===== src/rtl/dcache_mon_pkg.sv =====
// Shared definitions for the data-cache event monitor.
//   ev_type_e  : event code carried on ev_type_o
//   CNT_*      : statistics counter indices used by the readout port
//   ch_state_e : per-channel miss-tracking FSM state
package dcache_mon_pkg;

  typedef enum logic [2:0] {
    EV_RD_HIT     = 3'd0,
    EV_WR_HIT     = 3'd1,
    EV_RD_MISS    = 3'd2,
    EV_WR_MISS    = 3'd3,
    EV_RD_MISS_WB = 3'd4,
    EV_WR_MISS_WB = 3'd5
  } ev_type_e;

  localparam int unsigned CNT_RD_HIT     = 0;
  localparam int unsigned CNT_WR_HIT     = 1;
  localparam int unsigned CNT_RD_MISS    = 2;
  localparam int unsigned CNT_WR_MISS    = 3;
  localparam int unsigned CNT_WRITE_BACK = 4;
  localparam int unsigned CNT_STALL      = 5;
  localparam int unsigned CNT_MAX_LAT    = 6;
  localparam int unsigned NUM_CNT        = 7;

  typedef enum logic {
    ST_IDLE      = 1'b0,
    ST_MISS_WAIT = 1'b1
  } ch_state_e;

  function automatic ev_type_e miss_code(input logic is_wr, input logic dirty);
    case ({dirty, is_wr})
      2'b00:   return EV_RD_MISS;
      2'b01:   return EV_WR_MISS;
      2'b10:   return EV_RD_MISS_WB;
      default: return EV_WR_MISS_WB;
    endcase
  endfunction

endpackage


===== src/rtl/dcache_mon_channel.sv =====
// One monitored cache port: miss-tracking FSM, miss latches, latency
// counter, registered event output and seven saturating statistics counters.
// Ports:
//   clk_i, rst_i (sync, active-low), enable_i, clear_i
//   mem_read_i, mem_write_i, stall_i, ctrl_idle_i, dirty_i, addr_i : cache port view
//   ev_valid_o, ev_type_o, ev_addr_o, ev_lat_o                    : event stream
//   cnt_o                                                           : counter values
module dcache_mon_channel
  import dcache_mon_pkg::*;
#(
  parameter int unsigned ADDR_W = 32,
  parameter int unsigned CNT_W  = 32,
  parameter int unsigned LAT_W  = 8
) (
  input  logic                          clk_i,
  input  logic                          rst_i,
  input  logic                          enable_i,
  input  logic                          clear_i,
  input  logic                          mem_read_i,
  input  logic                          mem_write_i,
  input  logic                          stall_i,
  input  logic                          ctrl_idle_i,
  input  logic                          dirty_i,
  input  logic [ADDR_W-1:0]             addr_i,
  output logic                          ev_valid_o,
  output logic [2:0]                    ev_type_o,
  output logic [ADDR_W-1:0]             ev_addr_o,
  output logic [LAT_W-1:0]              ev_lat_o,
  output logic [NUM_CNT-1:0][CNT_W-1:0] cnt_o
);

  localparam int unsigned MW = (LAT_W > CNT_W) ? LAT_W : CNT_W;

  ch_state_e                    state_q, state_d;
  logic                         access, hit, miss_start, miss_done, fire;
  ev_type_e                     ev_type_d;
  logic [ADDR_W-1:0]            ev_addr_d;
  logic [LAT_W-1:0]             ev_lat_d;
  logic                         lt_wr_q, lt_dirty_q;
  logic [ADDR_W-1:0]            lt_addr_q;
  logic [LAT_W-1:0]             lat_q;
  logic [NUM_CNT-1:0][CNT_W-1:0] cnt_q;
  logic [MW-1:0]                lat_ext, max_ext;
  logic [CNT_W-1:0]             max_new;

  function automatic logic [CNT_W-1:0] sat_inc(input logic [CNT_W-1:0] v);
    return (v == '1) ? v : v + CNT_W'(1);
  endfunction

  assign access = mem_read_i | mem_write_i;

  always_ff @(posedge clk_i) begin
    if (!rst_i) state_q <= ST_IDLE;
    else        state_q <= state_d;
  end

  // The FSM tracks misses regardless of enable_i so that a miss spanning
  // a re-enable still completes with the right latency.
  always_comb begin
    state_d = state_q;
    case (state_q)
      ST_IDLE:      if (access && stall_i && ctrl_idle_i) state_d = ST_MISS_WAIT;
      ST_MISS_WAIT: if (!stall_i) state_d = ST_IDLE;
      default:      state_d = ST_IDLE;
    endcase
  end

  // Completion cycle of a miss is decoded only as miss_done, never as a hit.
  always_comb begin
    hit        = 1'b0;
    miss_start = 1'b0;
    miss_done  = 1'b0;
    ev_type_d  = EV_RD_HIT;
    ev_addr_d  = addr_i;
    ev_lat_d   = '0;
    case (state_q)
      ST_IDLE: begin
        hit        = access && !stall_i;
        miss_start = access && stall_i && ctrl_idle_i;
        ev_type_d  = mem_write_i ? EV_WR_HIT : EV_RD_HIT;
      end
      ST_MISS_WAIT: begin
        miss_done = !stall_i;
        ev_type_d = miss_code(lt_wr_q, lt_dirty_q);
        ev_addr_d = lt_addr_q;
        ev_lat_d  = lat_q;
      end
      default: ;
    endcase
    fire = enable_i && (hit || miss_done);
  end

  always_ff @(posedge clk_i) begin
    if (!rst_i) begin
      lt_wr_q    <= 1'b0;
      lt_dirty_q <= 1'b0;
      lt_addr_q  <= '0;
      lat_q      <= '0;
    end else if (miss_start) begin
      lt_wr_q    <= mem_write_i;
      lt_dirty_q <= dirty_i;
      lt_addr_q  <= addr_i;
      lat_q      <= LAT_W'(1);
    end else if (state_q == ST_MISS_WAIT && stall_i && lat_q != '1) begin
      lat_q <= lat_q + LAT_W'(1);
    end
  end

  always_ff @(posedge clk_i) begin
    if (!rst_i) begin
      ev_valid_o <= 1'b0;
      ev_type_o  <= '0;
      ev_addr_o  <= '0;
      ev_lat_o   <= '0;
    end else begin
      ev_valid_o <= fire;
      if (fire) begin
        ev_type_o <= 3'(ev_type_d);
        ev_addr_o <= ev_addr_d;
        ev_lat_o  <= ev_lat_d;
      end
    end
  end

  // Latency is compared in the wider of the two widths; if the counter is
  // narrower than the latency, the recorded maximum saturates.
  assign lat_ext = MW'(lat_q);
  assign max_ext = MW'(cnt_q[CNT_MAX_LAT]);
  assign max_new = (lat_ext > MW'({CNT_W{1'b1}})) ? '1 : CNT_W'(lat_ext);

  always_ff @(posedge clk_i) begin
    if (!rst_i || clear_i) begin
      cnt_q <= '0;
    end else if (enable_i) begin
      if (hit) begin
        if (mem_write_i) cnt_q[CNT_WR_HIT] <= sat_inc(cnt_q[CNT_WR_HIT]);
        else             cnt_q[CNT_RD_HIT] <= sat_inc(cnt_q[CNT_RD_HIT]);
      end
      if (miss_done) begin
        if (lt_wr_q) cnt_q[CNT_WR_MISS] <= sat_inc(cnt_q[CNT_WR_MISS]);
        else         cnt_q[CNT_RD_MISS] <= sat_inc(cnt_q[CNT_RD_MISS]);
        if (lt_dirty_q) cnt_q[CNT_WRITE_BACK] <= sat_inc(cnt_q[CNT_WRITE_BACK]);
        if (lat_ext > max_ext) cnt_q[CNT_MAX_LAT] <= max_new;
      end
      if (stall_i) cnt_q[CNT_STALL] <= sat_inc(cnt_q[CNT_STALL]);
    end
  end

  assign cnt_o = cnt_q;

endmodule


===== src/rtl/dcache_event_monitor.sv =====
// Data-cache event monitor: one dcache_mon_channel per cache port plus a
// registered counter readout.
// Ports:
//   clk_i, rst_i (sync, active-low), enable_i, clear_i
//   mem_read_i/mem_write_i/stall_i/ctrl_idle_i/dirty_i [NUM_CH], addr_i [NUM_CH*ADDR_W]
//   ev_valid_o [NUM_CH], ev_type_o [NUM_CH*3], ev_addr_o, ev_lat_o : per-channel events
//   rd_ch_i, rd_idx_i -> rd_data_o (one cycle later; out-of-range reads 0)
module dcache_event_monitor
  import dcache_mon_pkg::*;
#(
  parameter  int unsigned NUM_CH = 1,
  parameter  int unsigned ADDR_W = 32,
  parameter  int unsigned CNT_W  = 32,
  parameter  int unsigned LAT_W  = 8,
  localparam int unsigned CH_W   = (NUM_CH > 1) ? $clog2(NUM_CH) : 1
) (
  input  logic                     clk_i,
  input  logic                     rst_i,
  input  logic                     enable_i,
  input  logic                     clear_i,
  input  logic [NUM_CH-1:0]        mem_read_i,
  input  logic [NUM_CH-1:0]        mem_write_i,
  input  logic [NUM_CH-1:0]        stall_i,
  input  logic [NUM_CH-1:0]        ctrl_idle_i,
  input  logic [NUM_CH-1:0]        dirty_i,
  input  logic [NUM_CH*ADDR_W-1:0] addr_i,
  output logic [NUM_CH-1:0]        ev_valid_o,
  output logic [NUM_CH*3-1:0]      ev_type_o,
  output logic [NUM_CH*ADDR_W-1:0] ev_addr_o,
  output logic [NUM_CH*LAT_W-1:0]  ev_lat_o,
  input  logic [CH_W-1:0]          rd_ch_i,
  input  logic [2:0]               rd_idx_i,
  output logic [CNT_W-1:0]         rd_data_o
);

  logic [NUM_CNT-1:0][CNT_W-1:0] cnt_all [NUM_CH];
  logic [CNT_W-1:0]              rd_sel;

  for (genvar c = 0; c < NUM_CH; c++) begin : g_ch
    dcache_mon_channel #(
      .ADDR_W(ADDR_W),
      .CNT_W (CNT_W),
      .LAT_W (LAT_W)
    ) u_ch (
      .clk_i      (clk_i),
      .rst_i      (rst_i),
      .enable_i   (enable_i),
      .clear_i    (clear_i),
      .mem_read_i (mem_read_i[c]),
      .mem_write_i(mem_write_i[c]),
      .stall_i    (stall_i[c]),
      .ctrl_idle_i(ctrl_idle_i[c]),
      .dirty_i    (dirty_i[c]),
      .addr_i     (addr_i[c*ADDR_W +: ADDR_W]),
      .ev_valid_o (ev_valid_o[c]),
      .ev_type_o  (ev_type_o[c*3 +: 3]),
      .ev_addr_o  (ev_addr_o[c*ADDR_W +: ADDR_W]),
      .ev_lat_o   (ev_lat_o[c*LAT_W +: LAT_W]),
      .cnt_o      (cnt_all[c])
    );
  end

  // Matching per channel keeps unpopulated rd_ch_i codes reading zero
  // without comparing against a constant that may exceed the select range.
  always_comb begin
    rd_sel = '0;
    for (int unsigned c = 0; c < NUM_CH; c++) begin
      if (rd_ch_i == CH_W'(c) && rd_idx_i < 3'(NUM_CNT)) rd_sel = cnt_all[c][rd_idx_i];
    end
  end

  always_ff @(posedge clk_i) begin
    if (!rst_i) rd_data_o <= '0;
    else        rd_data_o <= rd_sel;
  end

endmodule


===== config.mk =====
export PLATFORM = sky130hd
export DESIGN_NAME = dcache_event_monitor
export DESIGN_NICKNAME = d
export VERILOG_FILES = /design/src/rtl/dcache_mon_pkg.sv /design/src/rtl/dcache_mon_channel.sv /design/src/rtl/dcache_event_monitor.sv
export SDC_FILE = /design/constraint.sdc
export NUM_CORES = 1
export LEC_CHECK = 0
export ABC_AREA = 1
export BUFFER_PORTS_ARGS = -buffer_cell sky130_fd_sc_hd__buf_4
export CAP_MARGIN = 20
export CORE_UTILIZATION = 66
export CTS_BUF_LIST = sky130_fd_sc_hd__clkbuf_16
export DETAILED_ROUTE_END_ITERATION = 7
export PLACE_DENSITY = 0.86
export SYNTH_ARGS = -nofsm -noshare
export SYNTH_HDL_FRONTEND = slang
export SYNTH_SLANG_ARGS = --single-unit

===== constraint.sdc =====
create_clock -name clk_i -period 2.8 [get_ports clk_i]
set_input_delay 0.28 -clock clk_i [delete_from_list [all_inputs] [get_ports clk_i]]
set_output_delay 0.28 -clock clk_i [all_outputs]
set_load 0.05 [all_outputs]

==> qor.txt, run 1 <==
Die boundary width: 170.1 um
Dpl hpwl: 44.10 mm
Setup slack of the worst register-to-register path: 0.40 ns
Max-cap violation count: 0
Hold Path Cell Cnt: 3
Number of clock buffers inserted by TritonCTS: 37
Worst-skew pair later-pin latency: 0.54 ns
Total setup violations reported at the end of the flow: 0
Yosys reg bits: 319
Endpoints failing hold: 0
Post-detailed-route via-to-cell ratio: 5.976
Total setup buffers inserted after CTS: 0
Total grt overflow: 0
DRC marker count from the first detailed-route iteration: 2632
WL/cell: 17.54 um
Routed Antenna Nets: 0
Hold crit path type: input pin to register
Worst reg2reg endpoint: g_ch[0].u_ch.cnt_o[20]
Share of async-settable or async-resettable flops after synthesis: 0%
Number of buffers and inverters on the critical path: 2
Fraction of layout cells with a size suffix above 1: 9.276%
Ordered cell list for the critical path: ha_1, inv_1, nor2_4, nand2_1, nor2_2, nand3_2, nand2_4, inv_4, nand2_1, a21oi_1
Slew of the pin with the lowest slew margin: 0.9416 ns
Number of placement rows: 61
Peak supply drop: 592.9 uV
Count of flip-flops with a built-in enable after synthesis: 0
Post-layout total power: 0.01062 W
CTS-repair resized insts: 0
Vias after detailed routing: 20.75k
Fin. max-slew vios: 0
Worst Path Required: 3.20 ns
Total clock sinks: 319
Aggregate global-route resource usage: 41.23%
Initial antenna violation count: 0
Number of port buffers: 120
Worst-case clock skew: 0.01746 ns
Maximum number of pins on one net before global-route repair: 67
Diodes inserted: 0
Number of global-route vias before repair: 18.46k
Maximum buffer depth of the clock tree: 3
Routed Wire Length: 60.90 mm
Share of the clock period used by the worst path: 85.63%
RSZ-0062 raised after global routing: false
Setup TNS: 0 ns
Die Outline Area: 28950 um2
Max-slew headroom: 37.16%
Worst-path maximum fanout: 28
Kind of capture point of the worst setup path: register
Initial standard-cell utilization of the core: 67.16%
Areal power density over the cells: 505.2 nW/um2
Min-Delay Startpoint: mem_write_i
Sequential share of the synthesized area: 34.23%
Reg2Reg Depth: 10
WHS Endpoint: g_ch[0].u_ch.lt_wr_q
Wire length of the first global-routing pass: 94.94 mm
Crit-path slowest cell: dfxtp_1
Number of primary I/O pins: 121
Synthesized cell area: 18660 um2
Clock H-tree levels: 2
Yosys warning count: 0
Drt first pass iters: 6
Post-Synthesis Net Count: 3056
Crit-path max cell delay: 0.40 ns
Weighted congestion at the end of routability-driven global placement: 1.038
Min Clock Period, post-route: 2.398 ns
Chip Height: 170.1 um
Run status: finished, final reports clean
Leading register cell type out of synthesis: dfxtp_1
Post-layout net count: 3127
Distinct cells, synth: 44
Critical R2R Launch: g_ch[0].u_ch.cnt_o[0]
CTS tree: built
Synthesized netlist cell count: 2996
Arrival time reported for the critical path endpoint: 2.80 ns
Drc violations: 0
Setup crit start kind: register
Cell type group with the largest total delay on the critical path: simple AND/OR/NAND/NOR gates
Most repeated library cell on the critical path: nand2_1
Startpoint-to-endpoint class of the critical path: register to register
CORE AREA: 27780 um2
Static leakage power: 7.173 nW
Clock root buffer master: clkbuf_16
Syn-to-layout area delta: 12.61%
Post-synthesis average cell area: 6.228 um2
Max Freq: 0.4171 GHz
Clock slew at the register clock pins of the worst setup and hold paths: 0.06 ns
-- cell families after synthesis --
| group | after synthesis | synth area share, % |
|---|---|---|
| adder cells (fa/ha/maj) | 15 | 1.006 |
| AO/OA/AOI/OAI | 510 | 15.54 |
| buffers and inverters | 345 | 7.692 |
| AND/OR/NAND/NOR | 1743 | 38.53 |
| flip-flops | 319 | 34.23 |
| XOR/XNOR | 64 | 3.004 |
-- worst reg2reg max path, stage by stage, from the launching register on --
cell and delay, ns:
dfxtp_1 0.40, ha_1 0.26, inv_1 0.12, nor2_4 0.21, nand2_1 0.10, nor2_2 0.15, nand3_2 0.29, nand2_4 0.39
inv_4 0.18, nand2_1 0.11, a21oi_1 0.06
-- cell type report --
cell class	instances	area (um2)
inverter	223	842.1
tap	378	473.0
multi-input combinational	2332	10850
fill	2289	6770
sequential	319	6386
timing repair buffer	154	1184
clock inverter	29	347.8
clock buffer	37	925.9
-- cells in the final DEF, fill, tap and decap left out, drive strengths merged, types with 2 or more instances in the layout --
cell      count
nand2      1056
nor2        426
dfxtp       319
a21oi       248
inv         224
nand3       183
buf         153
o21ai       144
xor2         52
o31ai        42
nand4        39
a31oi        38
clkbuf       37
o221ai       26
nand3b       24
clkinv       19
ha           15
xnor2        12
bufinv        7
nor3          7
o22ai         6
and2          5
or2           3
o21bai        2
clkinvlp      2
-- sequential cells by signal, indices dropped and copies added, names as in the netlist --
name	count
g_ch.u_ch.max_ext	8
rd_data_o	32
g_ch.u_ch.lt_dirty_q	1
g_ch.u_ch.lt_addr_q	32
g_ch.u_ch.cnt_o	192
g_ch.u_ch.state_q	1
g_ch.u_ch.ev_type_o	3
g_ch.u_ch.lat_q	8
g_ch.u_ch.ev_addr_o	32
g_ch.u_ch.ev_valid_o	1
g_ch.u_ch.ev_lat_o	8
g_ch.u_ch.lt_wr_q	1
-- what timing repair did --
action,CTS,global route
endpoints found under the setup margin,0,0
hold buffers,1,0
hold endpoints to repair,1,0
-- cells in the mapped netlist (17+ instances only) --
cell / count / share of area, %
nand4_1: 39 / 1.3
a31oi_1: 38 / 1.3
a21oi_2: 17 / 0.80
nand3_1: 177 / 4.7
dfxtp_1: 319 / 34
nand2_1: 1036 / 21
inv_1: 210 / 4.2
nor2_1: 408 / 8.2
nand2_2: 17 / 0.57
xor2_1: 52 / 2.4
clkbuf_1: 87 / 1.8
nand3b_1: 24 / 0.97
a21oi_1: 231 / 6.2
o21ai_0: 143 / 3.8
o31ai_1: 42 / 1.7
o221ai_1: 26 / 1.2
-- metrics by stage --
stage	hold WS, ns	setup slack [ns]	area [um2]	utilization [%]	cells
after floorplan	0.4076	1.009	18660	-	2996
after global placement	0.4367	0.5661	19730	71.01	3405
after detailed placement	0.4463	0.4784	19730	71.01	3405
after CTS	0.01146	0.4662	21010	75.63	3472
after global routing	0.04775	0.2310	21010	75.63	3472
final	0.02237	0.4024	21010	75.63	3472
-- worst max path at each step --
stage / from / end / cells past startpoint
after global routing: g_ch[0].u_ch.cnt_o[0] / g_ch[0].u_ch.cnt_o[15] / 10
final: g_ch[0].u_ch.cnt_o[0] / g_ch[0].u_ch.cnt_o[20] / 10
after global placement: g_ch[0].u_ch.cnt_o[0] / g_ch[0].u_ch.cnt_o[31] / 10
after floorplan: g_ch[0].u_ch.cnt_o[128] / g_ch[0].u_ch.cnt_o[129] / 11
after CTS: g_ch[0].u_ch.cnt_o[0] / g_ch[0].u_ch.cnt_o[20] / 10
after detailed placement: g_ch[0].u_ch.cnt_o[1] / g_ch[0].u_ch.cnt_o[23] / 10
-- power by group --
group	leakage [nW]	internal, W	switching [W]
Clock	0.635	0.00308	0.00205
Sequential	2.58	0.00461	0.0000446
Combinational	3.96	0.000222	0.000607
Total	7.17	0.00791	0.00270
-- per-layer routing --
layer / routed length, um / vias up / GRT usage (%) / part of all wire [%]
met1: 24280 / 9476 / 54.25 / 40
met4: 2774 / 0 / 18.80 / 4.6
met3: 6664 / 194 / 8.070 / 11
li1: - / 9865 / - / -
met2: 27180 / 1214 / 65.18 / 45
met5: 0 / - / 0 / 0
Note: power is estimated with default switching activity, not from simulation.
==> run 2, diff against run 1 <==
--- a/config.mk
+++ b/config.mk
@@ -14,4 +14,5 @@
 export PLACE_DENSITY = 0.86
 export SYNTH_ARGS = -nofsm -noshare
 export SYNTH_HDL_FRONTEND = slang
+export SYNTH_HIERARCHICAL = 1
 export SYNTH_SLANG_ARGS = --single-unit
==> qor.txt, run 2 <==
Sequential share of the synthesized area: 31.86% (-2.4 points)
Count of flip-flops with a built-in enable after synthesis: 0 (unchanged)
Hold crit path type: input pin to register
RSZ-0062 raised after global routing: false
Endpoints failing hold: 0 (unchanged)
Post-synthesis average cell area: 6.091 um2 (-2.2%)
Vias after detailed routing: 21.71k (+4.7%)
Maximum buffer depth of the clock tree: 3 (unchanged)
Initial standard-cell utilization of the core: 67.28% (+0.12 points)
Die boundary width: 176.3 um (+3.6%)
Initial antenna violation count: 0 (unchanged)
Clock H-tree levels: 2 (unchanged)
Max-slew headroom: 34.26% (-2.9 points)
Flip-flop count of the largest register, all copies and words added: 192 (unchanged)
Number of clock buffers inserted by TritonCTS: 37 (unchanged)
Synth cell count leaders: nand2_1, nor2_1, dfxtp_1
Max-cap violation count: 0 (unchanged)
Ordered cell list for the critical path: ha_1, inv_1, nor2_4, nand2_2, nor2_4, nand3_4, nand2_4, inv_2, nand2_1, a21oi_2
Routed Antenna Nets: 0 (unchanged)
Worst-case clock skew: 0.02150 ns (+0.004042 ns)
CTS-repair resized insts: 0 (unchanged)
Share of the core filled with cells in the final layout: 74.25% (-1.4 points)
Total clock sinks: 319 (unchanged)
Met3 usage in global routing: 6.202% (-1.9 points)
Areal power density over the cells: 479.7 nW/um2 (-5.1%)
Max Freq: 0.4141 GHz (-0.71%)
WL/cell: 16.73 um (-4.6%)
Dpl hpwl: 44.85 mm (+1.7%)
Slew of the pin with the lowest slew margin: 0.9846 ns (+0.04306 ns)
Crit-path max cell delay: 0.46 ns (+0.06 ns)
Reg2Reg Depth: 10 (unchanged)
Aggregate global-route resource usage: 39.43% (-1.8 points)
Post-cts hold buffer count: 0 (-1)
Die Outline Area: 31070 um2 (+7.4%)
Syn-to-layout area delta: 10.37%
Wire length of the first global-routing pass: 98.79 mm (+4.1%)
Global-route layer with the greatest usage: met2
Synthesized cell area: 20050 um2 (+7.4%)
Number of global-route vias before repair: 19.47k (+5.4%)
Fraction of layout cells with a size suffix above 1: 10.02% (+0.74 points)
Number of placement rows: 63 (+3.3%)
Drt first pass iters: 6 (unchanged)
Run status: finished, final reports clean
Worst-skew pair later-pin latency: 0.54 ns (about the same)
CTS tree: built
Number of port buffers: 120 (unchanged)
Peak supply drop: 523.0 uV (-12%)
Weighted congestion at the end of routability-driven global placement: 1.001 (-3.6%)
Distinct cells, synth: 42 (-4.5%)
Share of async-settable or async-resettable flops after synthesis: 0% (unchanged)
Routed Wire Length: 62.98 mm (+3.4%)
Total grt overflow: 0 (unchanged)
Worst reg2reg endpoint: g_ch[0].u_ch/cnt_o[61]
Post-layout net count: 3407 (+9.0%)
Maximum number of pins on one net before global-route repair: 83 (+24%)
Worst-path maximum fanout: 24 (-14%)
Cell type contributing the most total cell area after synthesis: dfxtp_1
Min-Delay Startpoint: addr_i[21]
Clock root buffer master: clkbuf_16
Number of primary I/O pins: 121 (unchanged)
CORE AREA: 29800 um2 (+7.3%)
Critical R2R Launch: g_ch[0].u_ch/cnt_o[32]
DRC marker count from the first detailed-route iteration: 2217 (-16%)
Number of buffers and inverters on the critical path: 2 (unchanged)
Setup TNS: 0 ns (unchanged)
Kind of capture point of the worst setup path: register
Leading register cell type out of synthesis: dfxtp_1
Arrival time reported for the critical path endpoint: 2.82 ns (+0.02 ns)
Met1 demand-to-capacity share in global routing: 49.24% (-5.0 points)
Area fraction of the dominant cell type after synthesis: 31.86% (-2.4 points)
Clock slew at the register clock pins of the worst setup and hold paths: 0.06 ns (about the same)
Setup crit start kind: register
Min Clock Period, post-route: 2.415 ns (+0.01716 ns)
Share of the clock period used by the worst path: 86.24% (+0.61 points)
Total setup buffers inserted after CTS: 0 (unchanged)
Leading cell type in the layout, fill and taps excluded: nand2_1
Crit-path slowest cell: dfxtp_1
Cell with the most instances after synthesis: nand2_1
Hold Path Cell Cnt: 3 (unchanged)
Fin. max-slew vios: 0 (unchanged)
Worst Path Required: 3.20 ns (about the same)
Total setup violations reported at the end of the flow: 0 (unchanged)
Post-detailed-route via-to-cell ratio: 5.767 (-3.5%)
Drc violations: 0 (unchanged)
Yosys warning count: 6 (+6)
Leading cell types by total area after synthesis: dfxtp_1, nand2_1, nor2_1
WHS Endpoint: g_ch[0].u_ch/lt_addr_q[21]
Routing usage on met2: 64.80% (-0.39 points)
Setup slack of the worst register-to-register path: 0.39 ns (-0.02 ns)
Most frequent cells in the layout: nand2_1, nor2_1, dfxtp_1
Most repeated library cell on the critical path: nor2_4
Count of filler cells inserted in the layout: 2543 (+11%)
Cell type group with the largest total delay on the critical path: simple AND/OR/NAND/NOR gates
Synthesized netlist cell count: 3291 (+9.8%)
Chip Height: 176.3 um (+3.6%)
Static leakage power: 8.455 nW (+18%)
Yosys reg bits: 319 (unchanged)
Startpoint-to-endpoint class of the critical path: register to register
-- run 2: logic make-up after synthesis --
logic type,synth area share (%)
buffers and inverters,10.12
AOI/OAI and AO/OA,9.456
other,0.01871
adders and majority gates,0.9362
DFF,31.86
and+or+nand+nor,44.68
xor gates and xnor gates,2.927
-- run 2: worst register-to-register path, stage by stage (launching register included) --
cell and delay, ns:
dfxtp_1 0.46, ha_1 0.29, inv_1 0.11, nor2_4 0.14, nand2_2 0.10, nor2_4 0.17
nand3_4 0.19, nand2_4 0.34, inv_2 0.26, nand2_1 0.17, a21oi_2 0.07
-- run 2: worst max path at each step --
stage                       startpoint                      end  cells past startpoint
2_1_floorplan  g_ch[0].u_ch/cnt_o[160]  g_ch[0].u_ch/cnt_o[173]                     11
3_3_place_gp    g_ch[0].u_ch/cnt_o[75]   g_ch[0].u_ch/cnt_o[94]                      9
3_5_place_dp    g_ch[0].u_ch/cnt_o[32]   g_ch[0].u_ch/cnt_o[61]                     10
4_1_cts        g_ch[0].u_ch/cnt_o[160]  g_ch[0].u_ch/cnt_o[190]                      9
5_1_grt         g_ch[0].u_ch/cnt_o[32]   g_ch[0].u_ch/cnt_o[33]                     10
6_report        g_ch[0].u_ch/cnt_o[32]   g_ch[0].u_ch/cnt_o[61]                     10
-- run 2: stage by stage --
step	setup slack [ns]	hold WS (ns)	power [W]	instance area (um2)	cells
after global placement	0.5798	0.4337	0.005773	20890	3697
final	0.3853	0.02696	0.01061	22130	3765
after floorplan	1.022	0.4207	0.005507	20130	3314
after global routing	0.1911	0.02481	0.01089	22120	3764
after detailed placement	0.4808	0.4419	0.005792	20890	3697
after CTS	0.4524	0.02261	0.01061	22120	3763
-- run 2: routing by layer --
layer | share of wire, % | routed length, um | up-vias
met3 | 8.4 | 5280 | 245
met5 | 0 | 0 | -
met4 | 5.7 | 3619 | 0
met2 | 46 | 28880 | 1118
li1 | - | - | 10480
met1 | 40 | 25200 | 9872
-- run 2: layout make-up --
| type | count | area, um2 | share of cell area (%) |
|---|---|---|---|
| Tap cell | 390 | 488.0 | 2.206 |
| Inverter | 277 | 1046 | 4.728 |
| Timing Repair Buffer | 160 | 1251 | 5.655 |
| Multi-Input combinational cell | 2552 | 11730 | 53.02 |
| Antenna cell | 1 | 2.502 | 0.01131 |
| Clock inverter | 29 | 295.3 | 1.335 |
| Clock buffer | 37 | 925.9 | 4.185 |
| Sequential cell | 319 | 6386 | 28.86 |
-- run 2: where the power goes --
group | switching (W) | internal (W) | leakage (nW) | total, W
Clock | 0.00207 | 0.00282 | 0.608 | 0.00489
Sequential | 0.0000496 | 0.00462 | 2.58 | 0.00467
Combinational | 0.000766 | 0.000286 | 5.26 | 0.00105
